### config.mk
export PLATFORM = sky130hd
export DESIGN_NAME = spi_slave_fifo
export DESIGN_NICKNAME = d
export VERILOG_FILES = /design/src/rtl/spi_slave_fifo.sv
export SDC_FILE = /design/constraint.sdc
export NUM_CORES = 1
export LEC_CHECK = 0
export CAP_MARGIN = 20
export CORE_MARGIN = 2
export CORE_UTILIZATION = 23
export DETAILED_ROUTE_END_ITERATION = 6
export SYNTH_ARGS = -nofsm -noshare
export SYNTH_HDL_FRONTEND = slang
export SYNTH_SLANG_ARGS = --single-unit
### constraint.sdc
create_clock -name clk -period 2.33 [get_ports clk]
set_input_delay 0.233 -clock clk [delete_from_list [all_inputs] [get_ports clk]]
set_output_delay 0.233 -clock clk [all_outputs]
set_load 0.02 [all_outputs]
### src/rtl/spi_slave_fifo.sv
// rtl/spi_slave_fifo.sv - SPI slave (all four modes) with synchronised inputs and a receive FIFO
module spi_slave_fifo #(
    parameter int DATA_W    = 8,
    parameter int DEPTH     = 4,
    parameter int CPOL      = 0,
    parameter int CPHA      = 0,
    parameter int MSB_FIRST = 1
) (
    input  logic                       clk,
    input  logic                       rst,
    input  logic                       sck,
    input  logic                       mosi,
    input  logic                       ss,
    output logic                       miso,
    input  logic [DATA_W-1:0]          tx_data,
    output logic [DATA_W-1:0]          rx_data,
    output logic                       rx_valid,
    input  logic                       rx_ready,
    output logic [$clog2(DEPTH+1)-1:0] rx_count,
    output logic                       overflow,
    output logic                       frame_err,
    input  logic                       clr_err
);
    localparam int   CNT_W    = $clog2(DATA_W);
    localparam int   PTR_W    = $clog2(DEPTH);
    localparam int   OCC_W    = $clog2(DEPTH + 1);
    localparam logic SCK_IDLE = (CPOL != 0);

    logic sck_s1, sck_s2, sck_s3;
    logic ss_s1, ss_s2, ss_s3;
    logic mosi_s1, mosi_s2;

    always_ff @(posedge clk or negedge rst) begin
        if (!rst) begin
            {sck_s1, sck_s2, sck_s3} <= {3{SCK_IDLE}};
            {ss_s1, ss_s2, ss_s3}    <= 3'b111;
            {mosi_s1, mosi_s2}       <= 2'b00;
        end else begin
            {sck_s1, sck_s2, sck_s3} <= {sck, sck_s1, sck_s2};
            {ss_s1, ss_s2, ss_s3}    <= {ss, ss_s1, ss_s2};
            {mosi_s1, mosi_s2}       <= {mosi, mosi_s1};
        end
    end

    logic sck_rise, sck_fall, lead_edge, trail_edge, sample_edge, shift_edge;
    logic ss_fall, ss_rise;

    assign sck_rise    = sck_s2 & ~sck_s3;
    assign sck_fall    = ~sck_s2 & sck_s3;
    assign lead_edge   = SCK_IDLE ? sck_fall : sck_rise;
    assign trail_edge  = SCK_IDLE ? sck_rise : sck_fall;
    assign sample_edge = (CPHA != 0) ? trail_edge : lead_edge;
    assign shift_edge  = (CPHA != 0) ? lead_edge : trail_edge;
    assign ss_fall     = ~ss_s2 & ss_s3;
    assign ss_rise     = ss_s2 & ~ss_s3;

    typedef enum logic {IDLE, ACTIVE} state_t;
    state_t state, state_nxt;
    logic   load, do_sample, do_shift, abort;

    always_ff @(posedge clk or negedge rst) begin
        if (!rst) state <= IDLE;
        else      state <= state_nxt;
    end

    always_comb begin
        state_nxt = state;
        case (state)
            IDLE:    if (ss_fall) state_nxt = ACTIVE;
            ACTIVE:  if (ss_rise) state_nxt = IDLE;
            default: state_nxt = IDLE;
        endcase
    end

    always_comb begin
        load      = 1'b0;
        do_sample = 1'b0;
        do_shift  = 1'b0;
        abort     = 1'b0;
        case (state)
            IDLE:   load = ss_fall;
            ACTIVE: begin
                abort     = ss_rise;
                do_sample = sample_edge & ~ss_rise;
                do_shift  = shift_edge & ~ss_rise;
            end
            default: ;
        endcase
    end

    logic [CNT_W-1:0]  bit_cnt;
    logic [DATA_W-1:0] rx_shift, rx_next, tx_shift, tx_next;
    logic              skip, push, word_last;

    assign rx_next   = (MSB_FIRST != 0) ? {rx_shift[DATA_W-2:0], mosi_s2} : {mosi_s2, rx_shift[DATA_W-1:1]};
    assign tx_next   = (MSB_FIRST != 0) ? {tx_shift[DATA_W-2:0], 1'b0} : {1'b0, tx_shift[DATA_W-1:1]};
    assign word_last = (bit_cnt == CNT_W'(DATA_W - 1));

    // skip suppresses the first shift edge after a load: the reloaded bit 0 is already on miso
    always_ff @(posedge clk or negedge rst) begin
        if (!rst) begin
            bit_cnt  <= '0;
            rx_shift <= '0;
            tx_shift <= '0;
            skip     <= 1'b0;
            push     <= 1'b0;
        end else begin
            push <= do_sample & word_last;
            if (load) begin
                bit_cnt  <= '0;
                tx_shift <= tx_data;
                skip     <= (CPHA != 0);
            end else if (abort) begin
                bit_cnt <= '0;
            end else if (do_sample) begin
                rx_shift <= rx_next;
                if (word_last) begin
                    bit_cnt  <= '0;
                    tx_shift <= tx_data;
                    skip     <= 1'b1;
                end else begin
                    bit_cnt <= bit_cnt + CNT_W'(1);
                end
            end else if (do_shift) begin
                if (skip) skip     <= 1'b0;
                else      tx_shift <= tx_next;
            end
        end
    end

    assign miso = (state == ACTIVE && !ss_s2) ? ((MSB_FIRST != 0) ? tx_shift[DATA_W-1] : tx_shift[0]) : 1'b0;

    logic [DATA_W-1:0] mem [DEPTH];
    logic [PTR_W-1:0]  wr_ptr, rd_ptr;
    logic              full, pop, wr_en;

    assign rx_valid = (rx_count != '0);
    assign full     = (rx_count == OCC_W'(DEPTH));
    assign pop      = rx_valid & rx_ready;
    assign wr_en    = push & (~full | pop);
    assign rx_data  = rx_valid ? mem[rd_ptr] : '0;

    always_ff @(posedge clk or negedge rst) begin
        if (!rst) begin
            wr_ptr    <= '0;
            rd_ptr    <= '0;
            rx_count  <= '0;
            overflow  <= 1'b0;
            frame_err <= 1'b0;
        end else begin
            if (wr_en) wr_ptr <= wr_ptr + PTR_W'(1);
            if (pop)   rd_ptr <= rd_ptr + PTR_W'(1);
            if (wr_en && !pop)      rx_count <= rx_count + OCC_W'(1);
            else if (pop && !wr_en) rx_count <= rx_count - OCC_W'(1);
            overflow  <= (push & full & ~pop) | (overflow & ~clr_err);
            frame_err <= (abort & (bit_cnt != '0)) | (frame_err & ~clr_err);
        end
    end

    always_ff @(posedge clk) begin
        if (wr_en) mem[wr_ptr] <= rx_shift;
    end
endmodule
======== Yosys cells after proc, flatten, opt, wreduce, memory -nomap -nowiden ========
Memories as Yosys holds them, arrays and structs flattened.
Cells that the tools add are included.
word-level totals
  flip-flop bits (word level) ............. 39
  RAM bits ................................ 32
  input bits .............................. 15
  output and inout port bits .............. 15
  word-level logic and storage cells ...... 100
  memories ................................ 1
memory list
  memory  words  width  read ports  clocked after memory_dff  wr ports  RTL line  RTL
  mem     4      8      1           0                         1         133       logic [DATA_W-1:0] mem [DEPTH];
operators by class
  $add $sub $neg .......................... 5
  equal/unequal tests ..................... 5
  mux-type cells .......................... 28
  bitwise operators ....................... 28
  reductions and logical operators ........ 14
operator list
  cell                 count
  $mux 8               7
  $mux 3               6
  $and 1x1->1          14
  $mux 1               14
  $reduce_bool 3->1    4
  $not 1->1            11
  $add 3x1->3 const B  2
  $eq 3x3->1 const B   2
  $reduce_and 3->1     2
  $add 2x1->2 const B  2
  $reduce_and 4->1     1
  $logic_and 1x1->1    3
  $logic_not 1->1      3
  $ne 3x2->1 const B   1
  $ne 3x3->1 const B   1
  $or 1x1->1           3
  $sub 3x1->3 const B  1
  $ne 2x2->1 const B   1
  $pmux 1 s2           1
  $reduce_bool 2->1    1

======== Depth between registers and ports, before layout ========
  depth after elaboration ................. 9
  depth in mapped cells ................... 9
  mapped depth without buffers ............ 8

======== Worst setup path after synthesis ========
OpenSTA, ideal clock, no wires.
  path kind ............................... flip-flop to flip-flop
  start ................................... register rx_count[0]
  end ..................................... register rx_count[1]
  arrival ................................. 2.031 ns
  required time ........................... 2.205 ns
  setup slack ............................. 0.174 ns
  cell stages (with the launch flop) ...... 8
  path buffers ............................ 1
  clock period less this slack ............ 2.156 ns
  cell sequence ........................... dfrtp_1 -> nor4b_1 -> nor2b_1 -> clkbuf_1 -> ha_1 -> inv_1 -> fa_1 -> mux2_2
on the way
  cells in the longest elaborated chain, start to end .. 7
  elaborated cells on any way between the ends .. 15
RTL lines
  what                                             RTL line  RTL
  from (decl)                                      19        output logic [$clog2(DEPTH+1)-1:0] rx_count,
  from (signal assigned)                           153       if (wr_en && !pop) rx_count <= rx_count + OCC_W'(1);
  from (signal assigned)                           154       else if (pop && !wr_en) rx_count <= rx_count - OCC_W'(1);
  $reduce_bool 3->1 or $eq 3x3->1 (tied branches)  137, 138
  $and 1x1->1 or $not 1->1 (tied branches)         139, 140
  $or 1x1->1 *                                     140       assign wr_en = push & (~full | pop);
  $and 1x1->1 *                                    140
  named net wr_en                                  135       logic full, pop, wr_en;
  $logic_not 1->1                                  154
  $logic_and 1x1->1                                154
  $reduce_bool 2->1 (no line)                      n/a
Mark *: on every way through the listed nets, which the timed path passes. The rest lies on a longest branch. The select of a mux whose other input is x is not followed.
A chain may end at the register's enable or synchronous reset.

======== Worst setup path in the final report ========
  start ................................... register rx_count[1]
  end ..................................... output port rx_valid
on the way
  cells in the longest elaborated chain, start to end .. 1
RTL lines
  what               RTL line  RTL
  $reduce_bool 3->1  137       assign rx_valid = (rx_count != '0);
  to (decl)          17        output logic rx_valid,
No other way between the ends.

==> reports/metrics.yaml <==
synth_area_um2: 3000
cts-root-buf: "clkbuf_16"
clk_latency_ns: 0.33
startpoint: "rx_count[1]$_DFFE_PN0P_"
status: "finished clean"
max_stage_delay_ns: 0.54
grt_setup_unrepaired: "no"
port_buffers: 29
postSynthCellCount: 193
min_period_over_period_pct: 89.4
synth.distinct_cells: 40
path_depth: 3
drtIter0Drc: 57
hold_class: "input port to asynchronous set/reset pin"
grt_max_degree: 40
slew_viol_final: 0
cp-end-kind: "primary output"
grt_overflow: 0
drv_cap: 0
cts_setup_buffers: 0
synth_top_area_share_pct: 32.0
dieArea_um2: 14000
synth_edf_count: 32
fin_skew_ns: 0.00817
antenna_found_initial: 0
antenna_cells: 0
r2r_cells: 8
fmaxAchievable_mhz: 480
leakage_uw: 0.00146
yosysSeqAreaShare_pct: 64.7
holdWs_ns: 0.0273
crit_type: "flip-flop to primary output"
cp_max_fo: 10
setup_slack_ns: 0.246
yosysWarnings: 0
avgSynthCellArea_um2: 15.5
critPathSlowestCell: "clkdlybuf4s50_1"
path_buf_inv: 2
yosys.cell_count.top_type: "dfrtp_1"
arrival_ns: 1.85
dp_slack_ns: 0.0433
core-area_um2: 12700
synth_top_area_cell: "edfxtp_1"
synth-main-ff-cell: "dfrtp_1"
vias_per_cell: 4.07
setup_violations: 0
crit_chain: "or3_1 > buf_4 > clkdlybuf4s50_1"
floorplan.initialDensity_pct: 23.7
cts_inserted_buffers: 9
wl_per_cell_um: 12.8
worstSetupEndpoint: "rx_valid"
syn-num-nets: 217
clk_pin_slew_ns: 0.06
die_h_um: 118
post-dp-hpwl_mm: 3.49
synth_common_cells: "36 x dfrtp_1, 32 x edfxtp_1, 12 x and2_1, 10 x inv_1, 9 x mux2_2"
gp_congestion: 0.713
slew_headroom_pct: 41.3
worstPathRequired_ns: 2.10
reg2reg_from: "rx_count[1]$_DFFE_PN0P_"
grt_pass1_vias: 1709
layout-drive-gt1-share_pct: 22.0
wl_mm: 5.21
ctsLongestPathBuffers: 2
drcViolationCount: 0
rows: 41
place_inst: 392
irDropWorstVdd_mv: 0.318
die_width_um: 118
regToRegSetupSlack_ns: 0.26
grt_pass1_wl_mm: 8.96
cp-start-kind: "flip-flop"
drt_pass1_iterations: 4
worstReg2RegEnd: "rx_count[2]$_DFFE_PN0P_"
async_reset_ff_share_pct: 54.9
hold_buffers: 0
final_cell_count_no_fill: 408
utilization_pct: 29.9
area_growth_pct: 26.2
clock_sink_count: 71
crit_family: "buffers and inverters"
synth.area.top_cells: "edfxtp_1 32%, dfrtp_1 30%, mux4_2 6.0%, mux2_2 3.4%, ha_1 3.3%"
htree_levels: 3
ioPinCount: 30
hold_viol: 0
min_period_ns: 2.08
ys_ff_latch: 71
cellPowerDensity_nw_per_um2: 1090
vias: 1661
grt.total_usage_pct: 8.15
worst_pin_slew_ns: 0.880
ant_nets: 0
nets: 255
cts_tree: "built"
setup_tns_ns: 0
-- sequential cells by signal, summed over array words and instances (netlist names), 2 cells and up --
signal	count
mem	32
rx_shift	8
tx_shift	8
bit_cnt	3
rx_count	3
rd_ptr	2
wr_ptr	2
-- placed cells by master, fill, tap and decap left out, drive strengths merged, types with 3 or more instances in the layout --
master / n
mux2: 9
nor2b: 3
and2: 12
dlygate4sd2: 5
clkbuf: 9
xnor2: 4
dfrtp: 36
nor2: 4
ha: 8
a21oi: 6
edfxtp: 32
dlymetal6s2s: 3
a2bb2oi: 6
dfstp: 3
clkdlybuf4s50: 20
nand2b: 3
nand2: 7
o21ai: 8
mux4: 8
inv: 15
buf: 6
o22ai: 7
-- metrics by stage --
stage / area, um2 / total power (uW)
2_1_floorplan: 3000 / 2430
3_3_place_gp: 3490 / 2880
3_5_place_dp: 3490 / 2910
4_1_cts: 3780 / 4200
5_1_grt: 3790 / 4360
6_report: 3790 / 4110
-- what timing repair did --
item / CTS / global route
setup endpoints to repair: 8 / 3
endpoints found under the hold margin: 0 / 0
gates cloned: 0 / 0
resized for setup: 6 / 3
-- cell type report --
cell class              instances  area [um2]
clock buffers                   9         225
clock inverters                 7        61.3
fillers                      1278        8880
inverters                      10        37.5
multi-input cells             105         978
flip-flops and latches         71        1940
well taps                     172         215
repair buffers                 34         328
-- worst register-to-register path, delay by kind of cell, from the launching register on --
kind	cells	cell delay (ns)
and+or+nand+nor	3	0.64
adders and majority gates	2	0.56
DFF	1	0.43
xor gates and xnor gates	2	0.31
buffers and inverters	1	0.06
-- how the worst min path moves through the flow --
stage                              end              from  depth (start not counted)  slack, ns
2_1_floorplan   bit_cnt[0]$_DFFE_PN0P_               rst                          0      -0.06
3_3_place_gp          sck_s2$_DFF_PN0_  sck_s1$_DFF_PN0_                          0       0.34
3_5_place_dp          sck_s2$_DFF_PN0_  sck_s1$_DFF_PN0_                          0       0.34
4_1_cts        tx_shift[5]$_DFFE_PN0P_               rst                          1       0.05
5_1_grt        tx_shift[5]$_DFFE_PN0P_               rst                          1       0.09
6_report       tx_shift[5]$_DFFE_PN0P_               rst                          1       0.03
-- routing by layer --
metal | up-vias | GRT usage (%) | share of wire, %
met1 | 832 | 10.2 | 46
li1 | 792 | - | -
met3 | 3 | 3.43 | 4.4
met5 | - | 0 | 0
met4 | 0 | 1.81 | 0.29
met2 | 34 | 13.1 | 49
-- report_power, final --
part / leakage (uW) / internal (uW) / switching (uW)
Clock: 0.000135 / 742 / 555
Combinational: 0.000579 / 584 / 479
Sequential: 0.000748 / 1550 / 208
-- logic make-up after synthesis --
kind of cell             Yosys count  synth area share, %
flip-flops                        71                 64.7
buffers and inverters             17                 2.67
multiplexers                      17                 9.39
adder cells (fa/ha/maj)            9                 4.01
AO/OA/AOI/OAI                     37                 10.3
AND/OR/NAND/NOR                   36                 7.13
XOR/XNOR                           6                 1.75
Power figures use the tool's default switching activity.
==> patch: new RTL, same flow settings <==
`DATA_W`: 8 -> 32.
--- a/src/rtl/spi_slave_fifo.sv
+++ b/src/rtl/spi_slave_fifo.sv
@@ -1,6 +1,6 @@
 // rtl/spi_slave_fifo.sv - SPI slave (all four modes) with synchronised inputs and a receive FIFO
 module spi_slave_fifo #(
-    parameter int DATA_W    = 8,
+    parameter int DATA_W    = 32,
     parameter int DEPTH     = 4,
     parameter int CPOL      = 0,
     parameter int CPHA      = 0,
Ports: changed (resized rx_data and tx_data); port bits go from 30 to 78. No check against the original RTL was run, so the function may have changed too.
==> patch against the original RTL <==
The run now ends with negative setup slack left; worst setup slack got worse by 260 ps; first-iteration DRC count grew to 4.1 times the old value; sequential cell count increased by 146; total power rose by 120%; via count rose to 2.8 times the old value; synthesized cell count rose to 2.7 times the old value; clock power increased to 3.0 times the old value; routed wire length rose to 3.3 times the old value; cell area increased to 3.0 times the old value; clock skew barely moved; global-route usage up 0.56 points; synthesized area grew to 2.9 times the old value; critical path type unchanged.
==> patch: results (changes against the original RTL) <==
[sta]
setup_violations=1  ; +1
worst_slack_ps=-18.8  ; -265 ps
tns_ps=-18.8  ; -18.8 ps
slew_headroom_pct=66.5  ; +25 points
fin_skew_ps=8.50  ; +0.324 ps

[run_status]
status=finished with violations
violations=negative setup slack

[setup_path]
reg2reg_slack_ps=130  ; -130 ps
crit_path_max_fanout=6  ; -4
critPathArrivalTime_ps=2120  ; +270 ps

[final_layout]
largestRegisters=mem x128, rx_shift x32, tx_shift x32
fill_cells=3626  ; +180%
finalNetCount=673  ; +160%
drive_above_1_share_pct=32.0  ; +10 points

[synth]
synthCells=518  ; +170%
synth-edff-count=128  ; +300%
synth_area_leaders=edfxtp_1, dfrtp_1, mux4_2
async_flop_share_pct=41.0  ; -14 points
netlist_top_cells_count=edfxtp_1, dfrtp_1, and2_1
yosysSeqAreaShare_pct=70.7  ; +6.0 points

[routing]
drt-initial-drc-count=231  ; +310%
vias_per_cell=4.18  ; +2.7%
wl_um=17100  ; +230%
wl_per_cell_um=15.4  ; +20%

[clock_network]
clkLatencyLatePin_ps=520  ; +190 ps
numCtsBuffers=24  ; +15
cts.htree.levels=1  ; -2

[global_routing]
grt_pass1_vias=4820  ; +180%
grt.met3_usage_pct=2.54  ; -0.88 points
grt_pass1_wl_um=26800  ; +200%
grt_max_degree=57  ; +43%
grt_use_met2_pct=14.7  ; +1.6 points

[place]
gp_congestion=0.693  ; -2.7%
place_inst=1055  ; +170%
dp_hpwl_um=9760  ; +180%
io_buffers=77  ; +170%
pre_cts_slack_ps=-4.25  ; -47.5 ps

[min_path]
hold_class=in2reg

[power]
ir_drop_v=0.000490  ; +54%

[patch: cell types whose count changed after synthesis, sizes merged, moves of 2 or more]
cell / delta
a21oi: +28
a221oi: -2
a2bb2oi: -6
and2: +26
buf: +14
clkbuf: +9
dfrtp: +50
edfxtp: +96
mux2: +24
mux4: +24
nand2: +4
nor2: +31
o22ai: +24
[patch: area by class of cell]
type                       count  area (µm²)  area share, %
clock buffer                  26         608           5.44
inverter                       9        33.8          0.302
multi-input combinational    263        2410           21.6
clock inverter                18         201           1.80
tap                          468         586           5.24
sequential                   217        6080           54.4
timing repair buffer         110        1260           11.3
[patch: final timing paths]
check,from,endpoint,cells after the start
setup / recovery,rd_ptr[0],rx_data[4],6
hold / removal,ss,ss_s1,1
setup reg to reg,rx_count[1],rx_count[1],7
hold reg to reg,mosi_s1,mosi_s2,0
max in group asynchronous,rst,ss_s3,3
min in group asynchronous,rst,tx_shift[11],2
[patch: kinds of logic after synthesis]
logic type               Yosys count  synth area share (%)
flip-flops                       217                  70.7
adder cells (fa/ha/maj)            9                  1.40
AO/OA/AOI/OAI                     82                  5.97
multiplexers                      65                  12.7
XOR/XNOR                           6                 0.612
AND/OR/NAND/NOR                  100                  6.25
buffers and inverters             39                  2.32
[patch: metal layers]
layer / up-vias / part of all wire, %
li1: 2177 / -
met1: 2328 / 44
met2: 109 / 48
met3: 30 / 6.1
met4: 0 / 2.7
met5: - / 0
[patch: through the flow]
stage               util, %  hold slack (ps)  instance area (µm²)
finish                 30.4              112                11200
CTS                    30.2             96.6                11100
global route           30.4             98.8                11200
floorplan                 -            -62.6                 8590
detailed placement     27.4              242                10100
global placement       27.4              235                10100
[patch: critical path: stages, from the launching register on]
cell and delay (ps):
dfrtp_2 440, buf_6 140, buf_8 130, buf_6 100, mux4_2 480, and2_4 180
buf_6 120
[patch: power breakdown]
part           switching [W]  internal [W]  total (W)
clock                0.00153       0.00233    0.00386
combinational       0.000308      0.000323   0.000631
sequential          0.000201       0.00438    0.00458
total                0.00204       0.00703    0.00907
[patch: timing repair]
action | 4_1_cts | 5_1_grt
hold buffers | 1 | 0
endpoints found under the setup margin | 34 | 63
buffers inserted | 5 | 4
gates cloned | 2 | 1
gates resized for setup | 218 | 17
endpoints found under the hold margin | 33 | 0
pin swaps | 1 | 3
